[src/rtl/parking_pkg.sv]
// Shared definitions for the parking-lot entry gate and slot manager.
// The gate controller imports the same defaults and status codes.
package parking_pkg;

    localparam int DEF_N_SLOTS = 8;
    localparam int DEF_SLOT_W  = 3;

    typedef enum logic [2:0] {
        IDLE     = 3'd0,
        EVAL     = 3'd1,
        GRANT    = 3'd2,
        REJECT   = 3'd3,
        WAIT_LOW = 3'd4
    } state_t;

    // Codes the entry-gate controller reports on its status[1:0].
    localparam logic [1:0] STAT_IDLE   = 2'b00;
    localparam logic [1:0] STAT_GRANT  = 2'b01;
    localparam logic [1:0] STAT_REJECT = 2'b10;
    localparam logic [1:0] STAT_BUSY   = 2'b11;

endpackage

[src/rtl/slot_prio_enc.sv]
// Combinational finder for the lowest-index free (zero) bit of the occupancy map.
module slot_prio_enc
    import parking_pkg::*;
#(
    parameter int N_SLOTS = DEF_N_SLOTS,
    parameter int SLOT_W  = DEF_SLOT_W
) (
    input  logic [N_SLOTS-1:0] map,
    output logic [SLOT_W-1:0]  idx,
    output logic               any_free
);

    // NOTE: every output gets a default before the loop so no latch is inferred.
    // Scanning high-to-low lets the lowest free index overwrite the others.
    always_comb begin
        idx      = '0;
        any_free = 1'b0;
        for (int i = N_SLOTS - 1; i >= 0; i--) begin
            if (!map[i]) begin
                idx      = SLOT_W'(i);
                any_free = 1'b1;
            end
        end
    end

endmodule

[src/rtl/parking_slot_manager.sv]
// Entry-gate responder: answers each req edge with a HOLD-cycle grant or reject,
// owns the slot occupancy map and releases slots on exit events.
module parking_slot_manager
    import parking_pkg::*;
#(
    parameter int N_SLOTS = DEF_N_SLOTS,
    parameter int SLOT_W  = DEF_SLOT_W,
    parameter int HOLD    = 2
) (
    input  logic              clk,
    input  logic              rst,
    input  logic              req,
    input  logic              ex_sn,
    input  logic [SLOT_W-1:0] ex_slot,
    output logic              gL,
    output logic              rL,
    output logic [SLOT_W-1:0] slot_id,
    output logic [SLOT_W:0]   occ_cnt,
    output logic              full,
    output logic              err
);

    localparam int HCNT_W = (HOLD > 1) ? $clog2(HOLD) : 1;
    localparam int OCC_W  = SLOT_W + 1;
    localparam logic [N_SLOTS-1:0] ONE_HOT0 = N_SLOTS'(1);

    state_t              r_state;
    logic                r_req_q;
    logic [HCNT_W-1:0]   r_hold;
    logic                r_gl;
    logic                r_rl;
    logic [SLOT_W-1:0]   r_slot_id;
    logic [N_SLOTS-1:0]  r_map;
    logic [OCC_W-1:0]    r_occ;
    logic                r_full;
    logic                r_err;

    logic [SLOT_W-1:0]   w_free_idx;
    logic                w_any_free;
    logic                w_alloc;
    logic                w_ex_hit;
    logic [N_SLOTS-1:0]  w_ex_mask;
    logic [N_SLOTS-1:0]  w_alloc_mask;
    logic [N_SLOTS-1:0]  w_map_nxt;
    logic [OCC_W-1:0]    w_occ_nxt;

    slot_prio_enc #(.N_SLOTS(N_SLOTS), .SLOT_W(SLOT_W)) u_prio (
        .map      (r_map),
        .idx      (w_free_idx),
        .any_free (w_any_free)
    );

    // An out-of-range ex_slot shifts the one-hot bit off the top, so it never hits.
    assign w_ex_mask    = ONE_HOT0 << ex_slot;
    assign w_ex_hit     = ex_sn && |(r_map & w_ex_mask);
    assign w_alloc      = (r_state == EVAL) && w_any_free;
    assign w_alloc_mask = w_alloc ? (ONE_HOT0 << w_free_idx) : '0;
    assign w_map_nxt    = (r_map & ~(w_ex_hit ? w_ex_mask : '0)) | w_alloc_mask;

    always_comb begin
        w_occ_nxt = r_occ;
        if (w_alloc && !w_ex_hit)
            w_occ_nxt = r_occ + OCC_W'(1);
        else if (!w_alloc && w_ex_hit)
            w_occ_nxt = r_occ - OCC_W'(1);
    end

    // NOTE: sequential state uses non-blocking assignments so every register sees pre-edge values.
    // req_q resets high so a req already held during reset is not taken as an edge.
    always_ff @(posedge clk or posedge rst) begin
        if (rst) begin
            r_state   <= IDLE;
            r_req_q   <= 1'b1;
            r_hold    <= '0;
            r_gl      <= 1'b0;
            r_rl      <= 1'b0;
            r_slot_id <= '0;
        end else begin
            r_req_q <= req;
            case (r_state)
                IDLE: begin
                    if (req && !r_req_q)
                        r_state <= EVAL;
                end
                EVAL: begin
                    r_hold <= HCNT_W'(HOLD - 1);
                    if (w_any_free) begin
                        r_state   <= GRANT;
                        r_gl      <= 1'b1;
                        r_slot_id <= w_free_idx;
                    end else begin
                        r_state <= REJECT;
                        r_rl    <= 1'b1;
                    end
                end
                GRANT, REJECT: begin
                    if (r_hold == '0) begin
                        r_gl    <= 1'b0;
                        r_rl    <= 1'b0;
                        r_state <= WAIT_LOW;
                    end else begin
                        r_hold <= r_hold - HCNT_W'(1);
                    end
                end
                WAIT_LOW: begin
                    if (!req)
                        r_state <= IDLE;
                end
                default: r_state <= IDLE;
            endcase
        end
    end

    // NOTE: the occupancy map is a handful of flops, so it is reset; a reset mid-answer leaves nothing committed.
    always_ff @(posedge clk or posedge rst) begin
        if (rst) begin
            r_map  <= '0;
            r_occ  <= '0;
            r_full <= 1'b0;
            r_err  <= 1'b0;
        end else begin
            r_map  <= w_map_nxt;
            r_occ  <= w_occ_nxt;
            r_full <= (w_occ_nxt == OCC_W'(N_SLOTS));
            r_err  <= ex_sn && !w_ex_hit;
        end
    end

    assign gL      = r_gl;
    assign rL      = r_rl;
    assign slot_id = r_slot_id;
    assign occ_cnt = r_occ;
    assign full    = r_full;
    assign err     = r_err;

endmodule
[config.mk]
export PLATFORM = sky130hd
export DESIGN_NAME = parking_slot_manager
export DESIGN_NICKNAME = d
export VERILOG_FILES = /design/src/rtl/parking_pkg.sv /design/src/rtl/slot_prio_enc.sv /design/src/rtl/parking_slot_manager.sv
export SDC_FILE = /design/constraint.sdc
export NUM_CORES = 1
export LEC_CHECK = 0
export ABC_CLOCK_PERIOD_IN_PS = 1800
export CORE_ASPECT_RATIO = 1.1
export CORE_MARGIN = 2
export CORE_UTILIZATION = 49
export DETAILED_ROUTE_END_ITERATION = 16
export GPL_TIMING_DRIVEN = 0
export PLACE_DENSITY = 0.86
export SYNTH_ARGS = -nofsm -noshare
export SYNTH_HDL_FRONTEND = slang
export SYNTH_HIERARCHICAL = 1
export SYNTH_SLANG_ARGS = --single-unit
[constraint.sdc]
create_clock -name clk -period 1.8 [get_ports clk]
set_input_delay 0.27 -clock clk [delete_from_list [all_inputs] [get_ports clk]]
set_output_delay 0.27 -clock clk [all_outputs]
set_load 0.05 [all_outputs]
==> run summary <==
OUTCOME
-------------------------------------------------------------------------------------
Outcome                                                                  complete, but fails checks
Violated checks                                                          negative setup slack

SETUP PATH
-------------------------------------------------------------------------------------
CP Launch Type                                                                   flop
Critical Path Max Stage Delay                                                 0.39 ns
Number of cells on the worst reg-to-reg path                                        8
Worst setup EP type                                                              flop
Worst path cell trace                                                    nand4_1 -> or3_4 -> nor4bb_4 -> nor2_2 -> and4_4 -> a31oi_2 -> xnor2_2 -> nor3b_2
Critical path peak fanout                                                           3
Flop2flop setup slack                                                        -0.06 ns
Worst setup path start                                                   r_map[2]$_DFF_PP0_
Required time reported for the critical path endpoint                         2.06 ns
Master of the slowest instance on the critical path                           dfrtp_1
Crit path DAT                                                                 2.12 ns
Reg-to-reg critical path endpoint                                        full$_DFF_PP0_
Critical path class                                                      flop to flop
Capturing instance or port of the critical path                          full$_DFF_PP0_
Launch point of the worst reg-to-reg path                                r_map[2]$_DFF_PP0_

GLOBAL ROUTING
-------------------------------------------------------------------------------------
Maximum number of pins on one net before global-route repair                       25
Overflow left after global routing                                                  0
Number of global-route vias before repair                                       1,256
Overall fraction of global-route tracks in use                                  24.5%
Global-route wire length before repair                                        5.87 mm
Initial antenna violation count                                                     0

PLACEMENT
-------------------------------------------------------------------------------------
Port bufs                                                                          14
Placement Cell Area                                                          1590 um2
RePlAce Congestion                                                              0.826
Detailed Place HPWL                                                           2.11 mm
Placed Cells                                                                      187

POWER AND IR DROP
-------------------------------------------------------------------------------------
Power per Cell Area                                                       1880 nW/um2
Worst vdd rail ir drop                                                        1.06 mV
Reported leakage power                                                       0.907 nW

FLOORPLAN
-------------------------------------------------------------------------------------
I/O pins                                                                           18
Initial Util                                                                    50.9%
Standard-cell row count                                                            20
Core box area                                                                2750 um2
Horizontal die dimension                                                      55.0 um
Die Y                                                                         60.1 um
Die area                                                                     3300 um2

STA
-------------------------------------------------------------------------------------
Slack of the critical path                                                 -0.0608 ns
Max frequency                                                                 537 MHz
Headroom to the max-slew limit                                                  38.5%
Setup-violating endpoint count in the final report                                  6
Minimum period implied by the final worst setup slack                         1.86 ns
Total Negative Setup Slacks                                                 -0.189 ns
Slew at the pin closest to its max-slew limit                                0.921 ns
Number of hold-slack violations in the final timing report                          0
Clock Skew                                                                  0.0140 ns
Unrepaired setup endpoints after global routing                                  true
Final worst hold slack                                                       0.269 ns
Pins Over Slew Limit                                                                0
Final clock period utilization by the worst path                                 103%

DETAILED ROUTING
-------------------------------------------------------------------------------------
Routed wire length                                                            3.67 mm
Count of nets left with antenna violations after detail routing                     0
Starting DRC count in detailed routing                                             52
DRC Markers                                                                         0
Detailed-route wire length per cell                                           17.5 um
Via total after detailed routing                                                1,265
TritonRoute pass-1 iters                                                            4
Via density per instance                                                         6.02

YOSYS
-------------------------------------------------------------------------------------
Synthesized netlist cell count                                                    140
Share of flip-flops with an asynchronous set or reset after synthesis            100%
Dominant register cell in the synthesized netlist                             dfrtp_1
Number of warnings issued by yosys                                                  6
Netlist cell types                                                                 44
Post-synthesis cell area                                                     1400 um2
Post-Synthesis Net Count                                                          149
Sequential cell area fraction in the yosys report                               42.9%
Syn Area/Cell                                                                10.0 um2
Number of storage elements in the synthesis netlist                                24
Number of synthesized flops with an enable pin                                      0

LAYOUT
-------------------------------------------------------------------------------------
Layout cells sized above 1                                                      32.2%
Number of fill cells in the layout                                                207
Core Util, Final                                                                68.2%
Area grow syn2layout                                                            33.9%
Post-route cell area                                                         1880 um2
Count of nets after finishing                                                     187
Most frequent standard cell in the layout excluding fill and tap cells        dfrtp_1
Count of antenna diodes in the layout                                               0
Top library cells by usage in the layout, fill and taps aside            dfrtp_1 (23), nand2_1 (18), buf_4 (18)
Cell Count, Final, Fillers Out                                                    210

CLOCK TREE
-------------------------------------------------------------------------------------
Hold Buf Count CTS                                                                  0
Clock-pin slew on the worst setup and hold paths                              0.15 ns
Clock sinks                                                                        24
Largest buffer count on any clock path                                              2
Clock latency on the worst-skew pair                                          0.32 ns
Number of H-tree levels                                                             1
Total clock buffers created by CTS                                                  3
Root buf cell                                                                clkbuf_4
Clock tree from TritonCTS                                                         yes

WORST HOLD PATH
-------------------------------------------------------------------------------------
Hold path startpoint                                                       ex_slot[0]
Worst hold path type                                                     input port to flop

RUN
-------------------------------------------------------------------------------------
# Max-Cap Violations                                                                0

kinds of logic after synthesis:
family	Yosys count	synth area share (%)
simple gates	49	20.8
compound gates	38	19.8
flops	24	42.9
buf+inv	15	5.98
mux	6	4.64
xor+xnor	4	2.50
fa+ha+maj	4	3.30
power by group:
group / total [mW] / internal [mW] / switching, mW
Sequential: 0.976 / 0.775 / 0.200
Clock: 0.295 / 0.124 / 0.172
Combinational: 2.25 / 0.949 / 1.30
layout make-up:
cell class,instances,area [um2],area share [%]
Sequential cell,24,602,32.1
Timing Repair Buffer,34,312,16.6
Multi-Input combinational cell,101,813,43.3
Tap cell,33,41.3,2.20
Inverter,8,30.0,1.60
Clock buffer,4,36.3,1.93
Buffer,6,42.5,2.27
synthesized netlist by cell type, drive strengths merged, types with 2 or more instances:
master   n  area [um2]
o31ai    8        60.1
nand2b   5        31.3
nand3    3        27.5
xnor2    3        26.3
a211oi   3        22.5
nor2b    4        25.0
ha       2        25.0
mux2i    5        50.1
dfrtp   23         576
a21oi    3        15.0
buf      7        53.8
inv      8        30.0
nand2   19        71.3
a31oi    3        25.0
o41ai    2        17.5
nor2     7        28.8
maj3     2        21.3
o21ai   13        65.1
state kept, by name, summed over array words and instances, names as in the netlist:
signal and flops:
r_req_q 1, occ_cnt 4, r_map 8, slot_id 3, err 1, rL 1
r_hold 1, r_state 3, full 1, gL 1
per-stage QoR:
stage / setup slack [ns] / total power, mW
floorplan: -0.0885 / 2.27
global placement: -0.190 / 2.66
detailed placement: -0.276 / 2.75
CTS: -0.124 / 3.20
global route: -0.170 / 3.74
finish: -0.0608 / 3.52
critical path, delay by kind of cell (launching register included):
family	cells	cell delay (ns)
simple gates	6	1.21
xor+xnor	1	0.18
compound gates	1	0.05
flops	1	0.39
layer usage:
layer / vias to the layer above / GRT usage [%] / part of all wire [%]
met4: 0 / 9.76 / 2.0
li1: 575 / - / -
met3: 6 / 3.00 / 3.7
met1: 638 / 30.8 / 42
met5: - / 0 / 0
met2: 46 / 41.8 / 53
worst min-delay path by stage:
| stage | cells after the start | end | slack, ns |
|---|---|---|---|
| 2_1_floorplan | 0 | r_req_q$_DFF_PP1_ | 0.27 |
| 3_3_place_gp | 2 | slot_id[0]$_DFFE_PP0P_ | 0.47 |
| 3_5_place_dp | 2 | slot_id[0]$_DFFE_PP0P_ | 0.47 |
| 4_1_cts | 3 | r_map[0]$_DFF_PP0_ | 0.24 |
| 5_1_grt | 3 | r_map[0]$_DFF_PP0_ | 0.25 |
| 6_report | 3 | r_map[0]$_DFF_PP0_ | 0.27 |
what timing repair did:
| action | in CTS | in global routing |
|---|---|---|
| pin swaps | 4 | 7 |
| endpoints found under the hold margin | 0 | 0 |
| setup buffers | 15 | 5 |
| resized for setup | 3 | 28 |
| cloned | 0 | 0 |
| setup endpoints to repair | 7 | 20 |
Power figures use the tool's default switching activity.
